<file path="config.mk">
export PLATFORM = sky130hd
export DESIGN_NAME = time_field_counter_flat
export DESIGN_NICKNAME = d
export VERILOG_FILES = /design/src/rtl/time_field_pkg.sv /design/src/rtl/time_field_counter_if.sv /design/src/rtl/time_field_counter_adjust.sv /design/src/rtl/time_field_counter.sv /design/src/flat_wrapper.sv
export SDC_FILE = /design/constraint.sdc
export NUM_CORES = 1
export LEC_CHECK = 0
export ABC_AREA = 1
export BUFFER_PORTS_ARGS = -buffer_cell sky130_fd_sc_hd__buf_4
export CAP_MARGIN = 40
export CORE_UTILIZATION = 65
export DETAILED_ROUTE_END_ITERATION = 12
export PLACE_DENSITY = 0.86
export SLEW_MARGIN = 20
export SYNTH_ARGS = -nofsm -noshare
export SYNTH_HDL_FRONTEND = slang
export SYNTH_HIERARCHICAL = 1
export SYNTH_SLANG_ARGS = --single-unit
</file>
<file path="constraint.sdc">
create_clock -name clk -period 7.6 [get_ports clk]
set_input_delay 1.52 -clock clk [delete_from_list [all_inputs] [get_ports clk]]
set_output_delay 1.52 -clock clk [all_outputs]
set_load 0.02 [all_outputs]
</file>
<file path="src/rtl/time_field_pkg.sv">
// Shared types and BCD helpers for the time field counter and its adjust FSMs.
package time_field_pkg;

    localparam int VALUE_W = 7;

    typedef logic [VALUE_W-1:0] value_t;
    typedef logic [3:0]         bcd_t;

    typedef enum logic [1:0] {
        ADJ_IDLE   = 2'd0,
        ADJ_DELAY  = 2'd1,
        ADJ_REPEAT = 2'd2
    } adj_state_t;

    typedef struct packed {
        bcd_t tens;
        bcd_t ones;
    } bcd_pair_t;

    function automatic bcd_pair_t bin_to_bcd(input value_t v);
        bcd_pair_t r;
        r.tens = bcd_t'(v / value_t'(10));
        r.ones = bcd_t'(v % value_t'(10));
        return r;
    endfunction

    function automatic logic bcd_valid(input bcd_pair_t b);
        return (b.tens <= 4'd9) && (b.ones <= 4'd9);
    endfunction

    function automatic logic [7:0] bcd_to_bin(input bcd_pair_t b);
        logic [7:0] t;
        logic [7:0] o;
        t = {4'd0, b.tens};
        o = {4'd0, b.ones};
        return (t * 8'd10) + o;
    endfunction

endpackage

</file>
<file path="src/rtl/time_field_counter_if.sv">
// Control and display bundle of one time field: count/adjust/load inputs, BCD and status outputs.
interface time_field_counter_if;
    import time_field_pkg::*;

    logic       tick;
    logic       down;
    logic       pause;
    logic       add_btn;
    logic       sub_btn;
    logic       load;
    logic [7:0] load_bcd;
    bcd_t       tens;
    bcd_t       ones;
    logic       carry;
    logic       at_max;
    logic       at_zero;
    logic       load_err;

    modport master (
        output tick, down, pause, add_btn, sub_btn, load, load_bcd,
        input  tens, ones, carry, at_max, at_zero, load_err
    );

    modport slave (
        input  tick, down, pause, add_btn, sub_btn, load, load_bcd,
        output tens, ones, carry, at_max, at_zero, load_err
    );

endinterface

</file>
<file path="src/rtl/time_field_counter_adjust.sv">
// One adjust button: rising-edge step, then hold-to-repeat after an initial delay.
module adjust_button_fsm
    import time_field_pkg::*;
#(
    parameter int REPEAT_DELAY  = 16,
    parameter int REPEAT_PERIOD = 4
) (
    input  logic clk,
    input  logic reset,
    input  logic btn,
    input  logic force_idle,
    output logic step
);

    localparam int CNT_MAX = (REPEAT_DELAY > REPEAT_PERIOD) ? REPEAT_DELAY : REPEAT_PERIOD;
    localparam int CW      = $clog2(CNT_MAX + 1);

    typedef logic [CW-1:0] cnt_t;

    localparam cnt_t DELAY_C  = cnt_t'(REPEAT_DELAY);
    localparam cnt_t PERIOD_C = cnt_t'(REPEAT_PERIOD);
    localparam cnt_t ONE_C    = cnt_t'(1);

    adj_state_t state, state_nx;
    cnt_t       cnt, cnt_nx;
    logic       prev;
    logic       rise;

    assign rise = btn & ~prev;

    // prev resets high so a button held through reset must be released first
    always_ff @(posedge clk) begin
        if (reset) begin
            state <= ADJ_IDLE;
            cnt   <= '0;
            prev  <= 1'b1;
        end else begin
            state <= state_nx;
            cnt   <= cnt_nx;
            prev  <= btn;
        end
    end

    // cnt holds the number of held cycles since the last step
    always_comb begin
        state_nx = state;
        cnt_nx   = cnt;
        step     = 1'b0;
        if (force_idle || !btn) begin
            state_nx = ADJ_IDLE;
            cnt_nx   = '0;
        end else begin
            case (state)
                ADJ_IDLE: begin
                    if (rise) begin
                        step     = 1'b1;
                        state_nx = ADJ_DELAY;
                        cnt_nx   = ONE_C;
                    end
                end
                ADJ_DELAY: begin
                    if (cnt == DELAY_C) begin
                        step     = 1'b1;
                        state_nx = ADJ_REPEAT;
                        cnt_nx   = ONE_C;
                    end else begin
                        cnt_nx = cnt + ONE_C;
                    end
                end
                ADJ_REPEAT: begin
                    if (cnt == PERIOD_C) begin
                        step   = 1'b1;
                        cnt_nx = ONE_C;
                    end else begin
                        cnt_nx = cnt + ONE_C;
                    end
                end
                default: begin
                    state_nx = ADJ_IDLE;
                    cnt_nx   = '0;
                end
            endcase
        end
    end

endmodule

</file>
<file path="src/rtl/time_field_counter.sv">
// Modulo-(MAX_VALUE+1) time field with tick count up/down, button adjust, BCD load and cascade carry.
module time_field_counter
    import time_field_pkg::*;
#(
    parameter int MAX_VALUE     = 59,
    parameter int ADJ_STEP      = 2,
    parameter int REPEAT_DELAY  = 16,
    parameter int REPEAT_PERIOD = 4
) (
    input logic                 clk,
    input logic                 reset,
    time_field_counter_if.slave bus
);

    localparam value_t MAX_V  = value_t'(MAX_VALUE);
    localparam value_t STEP_V = value_t'(ADJ_STEP);
    // Adding ADJ_STEP wraps exactly when value >= MAX_VALUE+1-ADJ_STEP
    localparam value_t WRAP_V = value_t'(MAX_VALUE + 1 - ADJ_STEP);
    localparam value_t ONE_V  = value_t'(1);

    value_t    value, value_nx;
    bcd_pair_t bcd_q;
    logic      carry_q, carry_nx;
    logic      err_q, err_nx;
    logic      at_max_q, at_zero_q;
    logic      lock;
    logic      both_held;
    logic      force_idle;
    logic      add_step, sub_step;
    logic      adj_up, adj_dn;
    bcd_pair_t ld_bcd;
    logic [7:0] ld_bin;
    logic      ld_ok;

    assign both_held  = bus.add_btn & bus.sub_btn;
    assign force_idle = bus.load | both_held | lock;

    adjust_button_fsm #(
        .REPEAT_DELAY (REPEAT_DELAY),
        .REPEAT_PERIOD(REPEAT_PERIOD)
    ) u_add (
        .clk       (clk),
        .reset     (reset),
        .btn       (bus.add_btn),
        .force_idle(force_idle),
        .step      (add_step)
    );

    adjust_button_fsm #(
        .REPEAT_DELAY (REPEAT_DELAY),
        .REPEAT_PERIOD(REPEAT_PERIOD)
    ) u_sub (
        .clk       (clk),
        .reset     (reset),
        .btn       (bus.sub_btn),
        .force_idle(force_idle),
        .step      (sub_step)
    );

    // Opposing steps in the same cycle cancel out
    assign adj_up = add_step & ~sub_step;
    assign adj_dn = sub_step & ~add_step;

    assign ld_bcd = bus.load_bcd;
    assign ld_bin = bcd_to_bin(ld_bcd);
    assign ld_ok  = bcd_valid(ld_bcd) && (ld_bin <= 8'(MAX_VALUE));

    always_comb begin
        value_nx = value;
        carry_nx = 1'b0;
        err_nx   = 1'b0;
        if (bus.load) begin
            if (ld_ok) value_nx = value_t'(ld_bin);
            else       err_nx   = 1'b1;
        end else if (adj_up) begin
            value_nx = (value >= WRAP_V) ? (value - WRAP_V) : (value + STEP_V);
        end else if (adj_dn) begin
            value_nx = (value >= STEP_V) ? (value - STEP_V) : (value + WRAP_V);
        end else if (bus.tick && !bus.pause) begin
            if (bus.down) begin
                if (value == '0) begin
                    value_nx = MAX_V;
                    carry_nx = 1'b1;
                end else begin
                    value_nx = value - ONE_V;
                end
            end else begin
                if (value == MAX_V) begin
                    value_nx = '0;
                    carry_nx = 1'b1;
                end else begin
                    value_nx = value + ONE_V;
                end
            end
        end
    end

    // Status and BCD digits are registered from value_nx so they line up with value
    always_ff @(posedge clk) begin
        if (reset) begin
            value     <= '0;
            bcd_q     <= '0;
            carry_q   <= 1'b0;
            err_q     <= 1'b0;
            at_max_q  <= 1'b0;
            at_zero_q <= 1'b1;
            lock      <= 1'b0;
        end else begin
            value     <= value_nx;
            bcd_q     <= bin_to_bcd(value_nx);
            carry_q   <= carry_nx;
            err_q     <= err_nx;
            at_max_q  <= (value_nx == MAX_V);
            at_zero_q <= (value_nx == '0);
            if (both_held)                          lock <= 1'b1;
            else if (!bus.add_btn && !bus.sub_btn)  lock <= 1'b0;
        end
    end

    assign bus.tens     = bcd_q.tens;
    assign bus.ones     = bcd_q.ones;
    assign bus.carry    = carry_q;
    assign bus.load_err = err_q;
    assign bus.at_max   = at_max_q;
    assign bus.at_zero  = at_zero_q;

endmodule

</file>
<file path="src/flat_wrapper.sv">
// flat-port wrapper written by rule: the top's interface ports become plain ports
module time_field_counter_flat import time_field_pkg::*;
#(
    parameter int MAX_VALUE     = 59,
    parameter int ADJ_STEP      = 2,
    parameter int REPEAT_DELAY  = 16,
    parameter int REPEAT_PERIOD = 4
)
  (clk, reset, bus_tick, bus_down, bus_pause, bus_add_btn, bus_sub_btn, bus_load, bus_load_bcd, bus_tens, bus_ones, bus_carry, bus_at_max, bus_at_zero, bus_load_err);
  time_field_counter_if bus_i ();
  input logic clk;
  input logic reset;
  input wire logic [$bits(bus_i.tick)-1:0] bus_tick;
  input wire logic [$bits(bus_i.down)-1:0] bus_down;
  input wire logic [$bits(bus_i.pause)-1:0] bus_pause;
  input wire logic [$bits(bus_i.add_btn)-1:0] bus_add_btn;
  input wire logic [$bits(bus_i.sub_btn)-1:0] bus_sub_btn;
  input wire logic [$bits(bus_i.load)-1:0] bus_load;
  input wire logic [$bits(bus_i.load_bcd)-1:0] bus_load_bcd;
  output wire logic [$bits(bus_i.tens)-1:0] bus_tens;
  output wire logic [$bits(bus_i.ones)-1:0] bus_ones;
  output wire logic [$bits(bus_i.carry)-1:0] bus_carry;
  output wire logic [$bits(bus_i.at_max)-1:0] bus_at_max;
  output wire logic [$bits(bus_i.at_zero)-1:0] bus_at_zero;
  output wire logic [$bits(bus_i.load_err)-1:0] bus_load_err;
  assign bus_i.tick = bus_tick;
  assign bus_i.down = bus_down;
  assign bus_i.pause = bus_pause;
  assign bus_i.add_btn = bus_add_btn;
  assign bus_i.sub_btn = bus_sub_btn;
  assign bus_i.load = bus_load;
  assign bus_i.load_bcd = bus_load_bcd;
  assign bus_tens = bus_i.tens;
  assign bus_ones = bus_i.ones;
  assign bus_carry = bus_i.carry;
  assign bus_at_max = bus_i.at_max;
  assign bus_at_zero = bus_i.at_zero;
  assign bus_load_err = bus_i.load_err;
  time_field_counter #(.MAX_VALUE(MAX_VALUE), .ADJ_STEP(ADJ_STEP), .REPEAT_DELAY(REPEAT_DELAY), .REPEAT_PERIOD(REPEAT_PERIOD)) u_core (.clk(clk), .reset(reset), .bus(bus_i));
endmodule
</file>
Word-level counts from Yosys, hierarchy flattened
Index checks and enable logic that the tools add are counted.
{"block": "op_classes", "add_sub_neg": 9, "multipliers": 1, "div_mod_pow": 2, "magnitude_cmp": 5, "n_eq_ne": 14, "n_shift": 0, "n_mux": 40, "n_bitwise": 15, "reduce_logical": 20}
{"operator": "two-way mux 7 bit", "count": 10}
{"operator": "two-way mux 5 bit", "count": 6}
{"operator": "one-hot mux 5 bit (3 select lines)", "count": 2}
{"operator": "equality test 7 x 6 -> 1 bit, second input constant", "count": 2}
{"operator": "zero test 7 bit", "count": 2}
{"operator": "two-way mux 1 bit", "count": 14}
{"operator": "one-hot mux 2 bit (3 select lines)", "count": 2}
{"operator": "adder 5 x 1 -> 5 bit, second input constant", "count": 2}
{"operator": "equality test 5 x 3 -> 1 bit, second input constant", "count": 2}
{"operator": "equality test 5 bit, second input constant", "count": 2}
{"operator": "adder 8 x 4 -> 8 bit", "count": 1}
{"operator": "less-or-equal comparator 4 bit, second input constant", "count": 2}
{"operator": "less-or-equal comparator 8 x 6 -> 1 bit, second input constant", "count": 1}
{"operator": "two-way mux 2 bit", "count": 4}
{"operator": "!= test 2 bit, second input constant", "count": 4}
{"operator": "inverter 1 bit", "count": 8}
{"operator": "adder 7 x 1 -> 7 bit, second input constant", "count": 1}
{"operator": "adder 7 x 2 -> 7 bit, second input constant", "count": 1}
{"operator": "adder 7 x 6 -> 7 bit, second input constant", "count": 1}
{"operator": "divider 7 x 4 -> 7 bit, second input constant", "count": 1}
{"operator": ">= comparator 7 x 2 -> 1 bit, second input constant", "count": 1}
{"operator": ">= comparator 7 x 6 -> 1 bit, second input constant", "count": 1}
{"operator": "modulo 7 x 4 -> 7 bit, second input constant", "count": 1}
{"operator": "multiplier 4 x 3 -> 7 bit, second input constant", "count": 1}
{"operator": "other kinds (16)", "count": 34}
{"block": "totals", "regBits": 36, "latch_bits": 0, "ramBits": 0, "romBits": 0, "inputBits": 16, "output_inout_bits": 12, "word_cells": 120, "mem_count": 0}

Logic depth before layout (Yosys ltp)
{"block": "depth", "depth_word": 11, "depth_mapped": 37, "depth_no_buf": 37}

Cells and area by module
Netlist, hierarchy kept.
{"module": "time_field_counter", "instances": 1, "cells_each": 399, "area_per_inst_um2": 2429.8, "seq_area_each_um2": 380.4}
{"module": "adjust_button_fsm", "instances": 2, "cells_each": 75, "area_per_inst_um2": 491.7, "seq_area_each_um2": 160.2}

Worst setup path after synthesis
Ideal clock, no wire load.
{"block": "synth_path", "path_kind": "input -> register", "startpoint": "input bus_load_bcd[5]", "endpoint": "register u_core.bcd_q (netlist bit u_core/bus.ones[1])", "setup_ps": 113, "arrival_time_ps": 4794, "required_time_ps": 7487, "slack_ps": 2693, "stages": 33, "path_buffers": 0, "path_cell_list": "ha_1 -> ha_1 -> fa_1 -> nand2_1 -> nor2_1 -> nand2_1 -> nand3_1 -> nand2_1 -> nor2_4 -> nand2_4 -> nand2_1 -> nand3_1 -> nand2_4 -> inv_2 -> nand3_2 -> nand3_2 -> nand2_2 -> nand2_4 -> nand2_2 -> nand2_2 -> inv_2 -> nand2_4 -> nand2_2 -> nand2_1 -> nand2_1 -> inv_1 -> ha_1 -> inv_1 -> nand3_2 -> nand2_2 -> nor2_4 -> nor2_1 -> nor2_1"}
{"block": "synth_between", "elab_chain_cells": 7, "elab_cells_between_ends": 9}
{"element": "from (decl)", "line": "flat_wrapper.sv:19", "text": "input wire logic [$bits(bus_i.load_bcd)-1:0] bus_load_bcd;"}
{"element": "multiplier 4 x 3 -> 7 bit", "line": "time_field_pkg.sv:36", "text": "return (t * 8'd10) + o;"}
{"element": "adder 8 x 4 -> 8 bit", "line": "time_field_pkg.sv:36"}
{"element": "less-or-equal comparator 8 x 6 -> 1 bit", "line": "time_field_counter.sv:66", "text": "assign ld_ok = bcd_valid(ld_bcd) && (ld_bin <= 8'(MAX_VALUE));"}
{"element": "logical AND 1 bit", "line": "time_field_counter.sv:66"}
{"element": "two-way mux 7 bit (*)", "line": "time_field_counter.sv:73", "text": "if (ld_ok) value_nx = value_t'(ld_bin);"}
{"element": "two-way mux 7 bit (*)", "line": "time_field_counter.sv:72", "text": "if (bus.load) begin"}
{"element": "modulo 7 x 4 -> 7 bit (*)", "line": "time_field_pkg.sv:23", "text": "r.ones = bcd_t'(v % value_t'(10));"}
{"element": "to (signal assigned)", "line": "time_field_counter.sv:110", "text": "bcd_q <= bin_to_bcd(value_nx);"}
{"element": "to (decl)", "line": "time_field_counter.sv:22", "text": "bcd_pair_t bcd_q;"}
Mark *: on every way between the ends. The rest lies on a longest branch, timed or not.
A chain may end at the register's enable or synchronous reset.

Final worst setup path
Ends and elaborated chain as after synthesis.

==> reports/qor.csv <==
metric,value,unit
final setup margin,2.43,ns
postcts setup bufs,0,
Num CTS Buffers,5,
Final setup viols,0,
leading area contributor after synthesis,dfxtp_1,
clock sink total,35,
Achievable Freq,0.193,GHz
Synth cell types,37,
Initial Utilization,67.3,%
cts hold-fix bufs,0,
First DRT Iteration DRCs,302,
crit path DAT,5.40,ns
Die ar.,0.00555,mm^2
DRC,0,
WHS Endpoint,u_core/lock,
die height,74.5,um
"Reg clk slew, reported paths",0.07,ns
Leak,1.91,nW
IO Count,28,
HP Start,u_core/lock,
initial antenna violation count,0,
share of post-route cells with drive strength above 1,17.9,%
largest net degree at the start of global routing,16,
WHS Path Cells,2,
Tmin final,5.17,ns
CTS max path bufs,2,
die width,74.5,um
WL per Instance,13.3,um
R2R cell count,32,
drt via density,5.53,
Vias,3568,
Final Max Slew Viols,0,
post-layout util,74.0,%
CP max FO,8,
Crit. End Element,register,
Syn Nets,588,
share of the synthesized area in the top cell type,20.5,%
P per Cell Area,187,mW/mm^2
Post-Syn Area per Cell,6.22,um^2
cts repair resizes,0,
RePlAce Congestion,0.949,
Max Cap Viol,0,
setup TNS,0,ns
period utilisation layout,68.0,%
Setup CP Type,input port to register,
Slowest cell on crit path,fa_1,
clock root buffer,clkbuf_8,
clk_lat worst skew,0.29,ns
total wire length,8590,um
PortBufs,27,
final hold vios,0,
htree depth,2,
n_diodes,0,
crit start category,input port,
vias in the first global route,3253,
reg2reg setup slack,3.70,ns
RSZ-0062 raised after global routing,no,
Synth area leaders,"dfxtp_1 21%, nand2_1 18%, ha_1 7.7%",
Core Area,0.00507,mm^2
Reg-to-Reg End,u_core/bus.ones[1],
register bit count reported by yosys,35,
nets@finish,613,
Final HPWL DP,6550,um
Mapped Cells,549,
Crit path max-delay family,simple AND/OR/NAND/NOR gates,
Worst R2R Start,u_core/value[1],
Worst IR Drop VDD,178,uV
ANT nets after route,0,
remaining global-route overflow,0,
Post-Syn Area,0.00341,mm^2
Crit path required time,7.83,ns
pre-CTS setup slack,2.13,ns
clock skew,0.00358,ns
CP most frequent cell,nand2_1,
Filler cells,436,
"slowest stage delay, CP",0.56,ns
"Seq/Total Area, Yosys",20.5,%
worst-margin pin slew,0.765,ns
Ys Warns,6,
area added between synthesis and finish,10.0,%
num rows,26,
first-pass GRT wire length,14100,um
run status,finished clean,
Slew HR,48.9,%
drt pass-1 iters,5,
HP Class,register to register,
GRT Util Overall,32.9,%
WP buf/inv,5,
TritonCTS clock tree,done,
power breakdown:
part           switching (W)  internal, W  leakage, nW
Combinational       0.000202     0.000113         1.57
Clock              0.0000718    0.0000976       0.0581
Sequential         0.0000178     0.000200        0.286
flip-flops by register name, indices dropped and copies added (netlist names), 2 cells and up:
| register | flops |
|---|---|
| u_core/bus.tens | 4 |
| u_core/u_add/cnt | 5 |
| u_core/u_sub/state | 2 |
| u_core/u_sub/cnt | 5 |
| u_core/value | 7 |
| u_core/u_add/state | 2 |
| u_core/bus.ones | 3 |
worst max-delay path by stage:
stage / from / to / cells after the start
2_1_floorplan: bus_load_bcd[5] / u_core/bus.ones[1] / 33
3_3_place_gp: bus_load_bcd[5] / u_core/bus.ones[1] / 34
3_5_place_dp: bus_load_bcd[5] / u_core/bus.ones[1] / 33
4_1_cts: bus_load_bcd[5] / u_core/bus.ones[1] / 33
5_1_grt: bus_load_bcd[5] / u_core/bus.ones[1] / 33
6_report: bus_load_bcd[5] / u_core/bus.ones[1] / 33
area by class of cell:
type                       instances  area [um^2]  share of cell area (%)
clock buffer                       5         68.8                    1.83
clock inverter                     3         43.8                    1.17
inverter                          86          323                    8.59
multi-input combinational        419         2330                    62.0
sequential                        35          701                    18.7
tap                               70         87.6                    2.33
timing repair buffer              27          203                    5.40
metrics by stage:
| stage | cell area, um^2 | cells | hold WS [ns] | total power [W] |
|---|---|---|---|---|
| floorplan | 3410 | 549 | 0.423 | 0.000455 |
| global placement | 3640 | 637 | 0.432 | 0.000519 |
| detailed placement | 3640 | 637 | 0.452 | 0.000530 |
| CTS | 3760 | 645 | 0.462 | 0.000700 |
| global route | 3760 | 645 | 0.492 | 0.000748 |
| finish | 3760 | 645 | 0.459 | 0.000702 |
cell families (layout without fill, tap and decap cells):
kind of cell | Yosys count | in the layout | share of synthesized area [%]
adders and majority gates | 23 | 23 | 8.87
and+or+nand+nor | 311 | 311 | 43.7
buffers and inverters | 95 | 121 | 11.2
DFF | 35 | 35 | 20.5
xor gates and xnor gates | 16 | 16 | 4.33
AOI/OAI and AO/OA | 69 | 69 | 11.4
tightest hold or removal path, delay by kind of cell (launching register included):
kind / cells / cell delay [ns]
buffers and inverters: 1 / 0.05
AO/OA/AOI/OAI: 1 / 0.05
flip-flops: 1 / 0.31
cells in the final DEF (no fill, tap or decap), types with 14 or more instances in the layout:
master	netlist	routed
a21oi_1	28	28
buf_4	2	27
dfxtp_1	35	35
ha_1	21	21
inv_1	69	69
inv_2	17	17
nand2_1	161	161
nand2_2	14	14
nand3_1	46	46
nor2_1	46	46
o21ai_0	23	23
xor2_1	14	14
routing by layer:
metal  wire length (um)  global-route usage (%)
met2               4210                    55.2
met5                  0                       0
met4                157                    11.7
met3                486                    6.91
met1               3730                    41.6
synth_stat cells (all sizes together):
cell and n:
o21ai 30, xnor2 1, o21a 2, inv 86, ha 21, nor2 61, or2 1, and3 1
xor2 15, a31oi 1, o211ai 4, dfxtp 35, a32oi 1, buf 7, nand3 54, nand3b 1
fa 2, nor3 4, a21oi 30, o41ai 1, clkbuf 2, nand4 7, nand2 182
No activity file was read; power rests on OpenSTA's default activity.
